## config.mk

```make
export PLATFORM = sky130hd
export DESIGN_NAME = note_window_sequencer
export DESIGN_NICKNAME = d
export VERILOG_FILES = /design/src/rtl/note_window_sequencer.sv
export SDC_FILE = /design/constraint.sdc
export NUM_CORES = 1
export LEC_CHECK = 0
export CAP_MARGIN = 20
export CORE_AREA = 2 2 124 126
export DETAILED_ROUTE_END_ITERATION = 12
export DIE_AREA = 0 0 126 128
export PLACE_DENSITY = 0.76
export SLEW_MARGIN = 20
export SYNTH_ARGS = -nofsm -noshare
export SYNTH_HDL_FRONTEND = slang
export SYNTH_SLANG_ARGS = --single-unit
```

## constraint.sdc

```tcl
create_clock -name Clk -period 1.9 [get_ports Clk]
set_input_delay 0.475 -clock Clk [delete_from_list [all_inputs] [get_ports Clk]]
set_output_delay 0.475 -clock Clk [all_outputs]
set_load 0.05 [all_outputs]
```

## src/rtl/note_window_sequencer.sv

```systemverilog
// Per-frame sweep of 4 note lanes through the window lookup; windows published atomically.
// Latency: request edge to done = 6 cycles (LOAD, 4x LOOKUP, PUBLISH); busy for those 6.
// Backpressure: one request queued while busy; further requests dropped and counted.
module note_window_sequencer #(
    parameter int DEPTH = 360,
    parameter int WIN   = 18
) (
    input  logic                     Clk,
    input  logic                     Reset_n,
    input  logic                     frame_start,
    input  logic [9:0]               scroll_pos,
    input  logic [3:0]               lane_en,
    input  logic [WIN-1:0]           possible,
    output logic [1:0]               freq,
    output logic [9:0]               from,
    output logic [9:0]               to,
    output logic                     busy,
    output logic                     done,
    output logic [3:0][WIN-1:0]      windows,
    output logic                     windows_valid,
    output logic [7:0]               overrun_cnt
);

    typedef enum logic [1:0] {IDLE, LOAD, LOOKUP, PUBLISH} state_t;

    localparam logic [9:0] LAST = 10'(DEPTH - 1);

    state_t             state, state_nxt;
    logic               pending, pending_nxt;
    logic               overrun_inc;
    logic [3:0][WIN-1:0] shadow;
    logic [9:0]         pos_clip;
    logic [10:0]        end_raw;
    logic [9:0]         end_clip;

    // End position is formed at 11 bits so a head near 1023 cannot wrap.
    always_comb begin
        pos_clip = (scroll_pos > LAST) ? LAST : scroll_pos;
        end_raw  = {1'b0, pos_clip} + 11'(WIN - 1);
        end_clip = (end_raw > {1'b0, LAST}) ? LAST : end_raw[9:0];
    end

    always_comb begin
        state_nxt   = state;
        pending_nxt = pending;
        overrun_inc = 1'b0;
        if (state != IDLE && frame_start) begin
            if (!pending) pending_nxt = 1'b1;
            else          overrun_inc = 1'b1;
        end
        case (state)
            IDLE: begin
                if (frame_start || pending) begin
                    state_nxt   = LOAD;
                    pending_nxt = 1'b0;
                end
            end
            LOAD:   state_nxt = LOOKUP;
            LOOKUP: if (freq == 2'd3) state_nxt = PUBLISH;
            PUBLISH: begin
                // A request arriving in this very cycle still chains straight into LOAD.
                if (pending_nxt) begin
                    state_nxt   = LOAD;
                    pending_nxt = 1'b0;
                end else begin
                    state_nxt = IDLE;
                end
            end
            default: state_nxt = IDLE;
        endcase
    end

    assign busy = (state != IDLE);

    always_ff @(posedge Clk or negedge Reset_n) begin
        if (!Reset_n) begin
            state         <= IDLE;
            pending       <= 1'b0;
            freq          <= 2'd0;
            from          <= 10'd0;
            to            <= 10'd0;
            done          <= 1'b0;
            windows       <= '0;
            windows_valid <= 1'b0;
            overrun_cnt   <= 8'd0;
            shadow        <= '0;
        end else begin
            state   <= state_nxt;
            pending <= pending_nxt;
            done    <= 1'b0;
            if (overrun_inc && overrun_cnt != 8'hFF)
                overrun_cnt <= overrun_cnt + 8'd1;
            case (state)
                LOAD: begin
                    from <= pos_clip;
                    to   <= end_clip;
                    freq <= 2'd0;
                end
                LOOKUP: begin
                    // freq doubles as the lane index; disabled lanes still spend their cycle.
                    shadow[freq] <= lane_en[freq] ? possible : '0;
                    if (freq != 2'd3) freq <= freq + 2'd1;
                end
                PUBLISH: begin
                    windows       <= shadow;
                    windows_valid <= 1'b1;
                    done          <= 1'b1;
                end
                default: ;
            endcase
        end
    end

endmodule
```

# After elaboration in Yosys (flattened, before gate mapping)

Cells that the tools add are included.

Multiplexer cells: 20
Reduce and logical (&&, ||, !) cells: 9
Magnitude comparators: 4
Equal/unequal tests: 9
Add/sub/neg operators: 3

Operators by type and width:

| kind                                                               | count |
|---|---|
| bitwise mux 72 bit                                                 | 1 |
| demux 18 bit (select 2 bit)                                        | 1 |
| two-way mux 18 bit                                                 | 2 |
| two-way mux 10 bit                                                 | 2 |
| adder 10 x 5 -> 11 bit (second input constant)                     | 1 |
| > comparator 11 x 9 -> 1 bit (second input constant)               | 1 |
| > comparator 10 x 9 -> 1 bit (second input constant)               | 1 |
| adder 8 x 1 -> 8 bit (second input constant)                       | 1 |
| inequality test 2 bit (second input constant)                      | 4 |
| inequality test 8 bit (second input constant)                      | 1 |
| case mux 2 bit (4 select lines)                                    | 1 |
| two-way mux 1 bit                                                  | 7 |
| equality test 2 bit (second input constant)                        | 3 |
| two-way mux 2 bit                                                  | 3 |
| case mux 2 bit (2 select lines)                                    | 1 |
| AND reduction 2 bit                                                | 2 |
| nonzero test 2 bit                                                 | 2 |
| logical AND 1 bit                                                  | 3 |
| < comparator 2 x 3 -> 1 bit (second input constant)                | 1 |
| adder 2 x 1 -> 2 bit (second input constant)                       | 1 |
| binary-select mux 1 bit (select 2 bit)                             | 1 |
| equality test 2 x 1 -> 1 bit (second input constant)               | 1 |
| greater-or-equal comparator 2 x 1 -> 1 bit (second input constant) | 1 |
| zero test 2 bit                                                    | 1 |
| 2 further kinds                                                    | 2 |

Logic and storage cells: 61
Register bits: 179
Output and inout bits: 105

# Longest topological paths before layout

Depth after elaboration: 5
Gate-level depth with buffers: 12
Depth with buffers taken out: 10

# Worst setup path before layout

Ideal clock, no wire load.

Path kind: in2reg
From: input port scroll_pos[3]
To: register to[4]
Buffers on the path: 2
Arrival: 2,331 ps
Slack: -550 ps
Stages: 12
Cell sequence: buf_4 -> o21ai_2 -> o21ai_1 -> nor2_1 -> inv_1 -> ha_1 -> buf_4 -> and3_4 -> xnor2_1 -> o22ai_2 -> nand4_2 -> a31o_1

Word-level cells in the longest chain between the ends: 5

Ends and longest elaborated chain:

| what                             | line | RTL |
|---|---|---|
| from (decl)                      | 11   | `input logic [9:0] scroll_pos,` |
| > comparator 10 x 9 -> 1 bit (*) | 38   | `pos_clip = (scroll_pos > LAST) ? LAST : scroll_pos;` |
| two-way mux 10 bit (*)           | 38   |  |
| net pos_clip[0]                  | 32   | `logic [9:0] pos_clip;` |
| adder 10 x 5 -> 11 bit (*)       | 39   | `end_raw = {1'b0, pos_clip} + 11'(WIN - 1);` |
| > comparator 11 x 9 -> 1 bit     | 40   | `end_clip = (end_raw > {1'b0, LAST}) ? LAST : end_raw[9:0];` |
| two-way mux 10 bit (*)           | 40   |  |
| to (signal assigned)             | 96   | `to <= end_clip;` |
| to (decl)                        | 16   | `output logic [9:0] to,` |

The timed path passes the listed nets; every way through them passes the cells marked *.
A chain may end at the register's enable or synchronous reset.

# Worst setup path in the final report

From: input port scroll_pos[7]
To: register to[4]

Same word-level chain as after synthesis.

==> flow_summary.toml <==
[status]
status = "finished with violations"
violations = "negative setup slack"

[layout]
stdcell_count = 982
nFillCells = 1160
fin_util = 0.6508
area_growth_syn_to_layout_pct = 33.22
drive_gt1_frac = 0.3967
final_area_sq_um = 9673
diodes = 0
final_nets = 827

[worst_setup_path]
critPathTopFamily = "compound AO/OA/AOI/OAI gates"
path_buf_inv = 4
slowest_stage = "a31o_1"
path_class = "in -> reg"
endpoint_kind = "flop"
worst_r2r_startpoint = "overrun_cnt[0]"
crit_start = "scroll_pos[7]"
crit_top_cell = "buf_6"
rrSetupSlack_ps = 280
cp_slowest_stage_delay_ps = 250
crit_required_ps = 2210
cp_max_fo = 4
crit_chain = "buf_4 -> a21oi_4 -> o21ai_2 -> nor2_2 -> inv_2 -> ha_4 -> buf_6 -> buf_6 -> a21oi_2 -> mux2i_1 -> o22ai_1 -> nand4_2 -> a31o_1"
start_kind = "input pin"
worst-endpoint-arrival_ps = 2250

[global_routing]
grt_pass1_wl_mm = 27.03
grt_max_degree = 58
grt-ovfl-total = 0
antenna_found_initial = 0
grt_pass1_vias = 5299
grt_use_total = 0.2126

[clock_tree]
cts_made_buffers = 17
cts_tree = "done"
clkTransAtPathRegs_ps = 70
htree_levels = 4
clkSinkCount = 179
clock_latency_ps = 430
ctsLongestPathBuffers = 2
clockRootBuffer = "clkbuf_16"

[placement]
post-place-cells = 937
dpl_cell_area_sq_um = 8926
portBuffers = 139
gp_congestion = 0.8526
dp_slack_ps = -941.4
hpwl_mm = 11.38

[sta]
worstMarginPinSlew_ps = 404.0
final.setup.tns_ps = -63.86
fmax_mhz = 516.7
rsz0062_at_grt = "yes"
maxSlewHeadroom = 0.7307
final_min_period_over_clock_period = 1.019
setup_viol = 2
skew_ps = 6.804
whs_ps = 469.1
slew_violations = 0
fin_crit_ps = 1935
hold_violations = 0
worst_slack_ps = -35.46

[power_and_ir_drop]
power_density_nw_per_um2 = 1889
pwr-share-comb = 0.455
p_int_mw = 10.49
p_sw_frac = 0.4256
ir_worst_vdd_mv = 1.059
net-switching-power_mw = 7.776
seqPwrFrac = 0.349
leakagePower_nw = 4.603
power_frac_clock = 0.195
total_power_mw = 18.27

[floorplanning]
start_util = 0.4885
dieHeight_um = 128
ios = 140
die_x_um = 126
coreArea_sq_um = 14860
rows = 45
die_area_sq_um = 16130

[logic_synthesis]
syn-cell-area_sq_um = 7261
synth_top_cell_by_area = "dfrtp_1"
ys_ff_latch = 179
synth-edff-count = 0
async_reset_ff_frac = 1.000
ys_top_cells_by_area = "dfrtp_1, mux2_2, o21ai_0, nand2_1, ha_1"
synth_nets = 647
synth_cell_type_count = 49
seq_area_frac_synth = 0.6169
yosysTopAreaCellShare = 0.6169
yosys_warnings = 0
synth_flop_cell = "dfrtp_1"
avgSynthCellArea_sq_um = 12.08
synthCells = 601

[detailed_routing]
drt_iter0_drc = 287
wirelength_mm = 16.60
vias = 5181
wl_per_cell_um = 16.90
route.detailed.drc = 0
drt.antenna.violating_nets = 0
avgViaCountPerCell = 5.276
first_pass_iters = 4

[run]
maxCapViolCount = 0

[worst_hold_path]
hold_class = "reg -> reg"
hold_start = "windows_valid"
kinds of logic (layout without fill, tap and decap cells):
family / Yosys count / in the layout / synth area share
mux: 77 / 77 / 0.1208
simple gates: 156 / 156 / 0.09805
fa+ha+maj: 11 / 11 / 0.01896
flops: 179 / 179 / 0.6169
xor+xnor: 12 / 12 / 0.01448
buf+inv: 45 / 238 / 0.03016
compound gates: 121 / 121 / 0.1006
metal layers:
layer | wire length, um | up-vias | track usage
met5 | 0 | - | 0
met4 | 319 | 0 | 0.07046
met3 | 773 | 26 | 0.05259
met2 | 8190 | 142 | 0.3485
met1 | 7313 | 2590 | 0.2805
li1 | - | 2423 | -
worst reg2reg max path, stage by stage (launching register included):
cell,delay [ps]
dfrtp_2,390
ha_1,190
nand3_1,110
o311a_4,400
buf_4,140
buf_4,130
nand2_1,70
xnor2_1,120
cell usage in the layout, fill, tap and decap left out, types with 3 or more instances in the layout:
cell type	Yosys	layout
o21ai_0	80	79
and3_1	3	3
buf_6	2	4
a41oi_2	3	3
xor2_1	4	4
nor2b_1	5	5
a21oi_1	6	5
nand3_1	9	9
clkbuf_16	0	17
nor2_1	15	14
nand2_2	9	10
mux2_2	75	75
o22ai_1	3	3
clkinvlp_4	0	4
nand2b_1	4	3
nand2_1	98	97
clkdlybuf4s50_1	0	24
ha_1	11	9
a31oi_1	6	5
dfrtp_1	179	177
inv_1	11	10
clkbuf_8	0	3
buf_4	7	152
xnor2_1	8	7
buf_12	0	8
o21ai_1	3	3
o21a_1	5	5
power groups by stage:
stage	sequential (mW)	clock (mW)	combinational [mW]
finish	6.38	3.57	8.32
CTS	6.39	3.64	8.39
floorplan	9.03	0	2.88
detailed placement	6.44	0	8.28
global route	6.58	3.81	8.88
global placement	6.35	0	8.08
final timing paths:
kind                                   to  depth (start not counted)
min in group asynchronous     windows[21]                          2
min                         windows_valid                          1
min reg2reg                 windows_valid                          1
max reg2reg                overrun_cnt[2]                          7
max                                 to[4]                         13
max in group asynchronous     windows[30]                          3
state kept, by name, summed over array words and instances (netlist names):
| signal | count |
|---|---|
| windows_valid | 1 |
| shadow | 72 |
| from | 10 |
| overrun_cnt | 8 |
| done | 1 |
| to | 10 |
| freq | 2 |
| pending | 1 |
| state | 2 |
| windows | 72 |
cell usage after synthesis, drive strengths merged, types with 2 or more instances:
cell type  instances
dfrtp            179
nand2            107
o21ai             85
mux2              75
clkbuf            18
buf               16
nor2              16
ha                11
inv               11
nand3              9
a21oi              8
xnor2              8
a31oi              6
o21a               6
nor2b              5
and3               4
nand2b             4
o22ai              4
xor2               4
a31o               3
a41oi              3
nand4              3
and2               2
layout make-up:
type / instances / area [sq um] / share of cell area
Multi-Input combinational cell: 377 / 2654 / 0.2744
Clock buffer: 20 / 466.7 / 0.04825
Sequential cell: 179 / 4482 / 0.4633
Timing Repair Buffer: 195 / 1650 / 0.1706
Clock inverter: 12 / 143.9 / 0.01488
Inverter: 11 / 41.29 / 0.004269
Tap cell: 188 / 235.2 / 0.02432
what timing repair did:
item                       in CTS  in global routing
hold buffers                    1                  0
setup endpoints to repair       9                  6
pin swaps                      15                 13
buffers inserted               11                  1
gates resized for setup        35                 12
hold endpoints to repair       36                  0
Note: power is estimated with default switching activity, not from simulation.
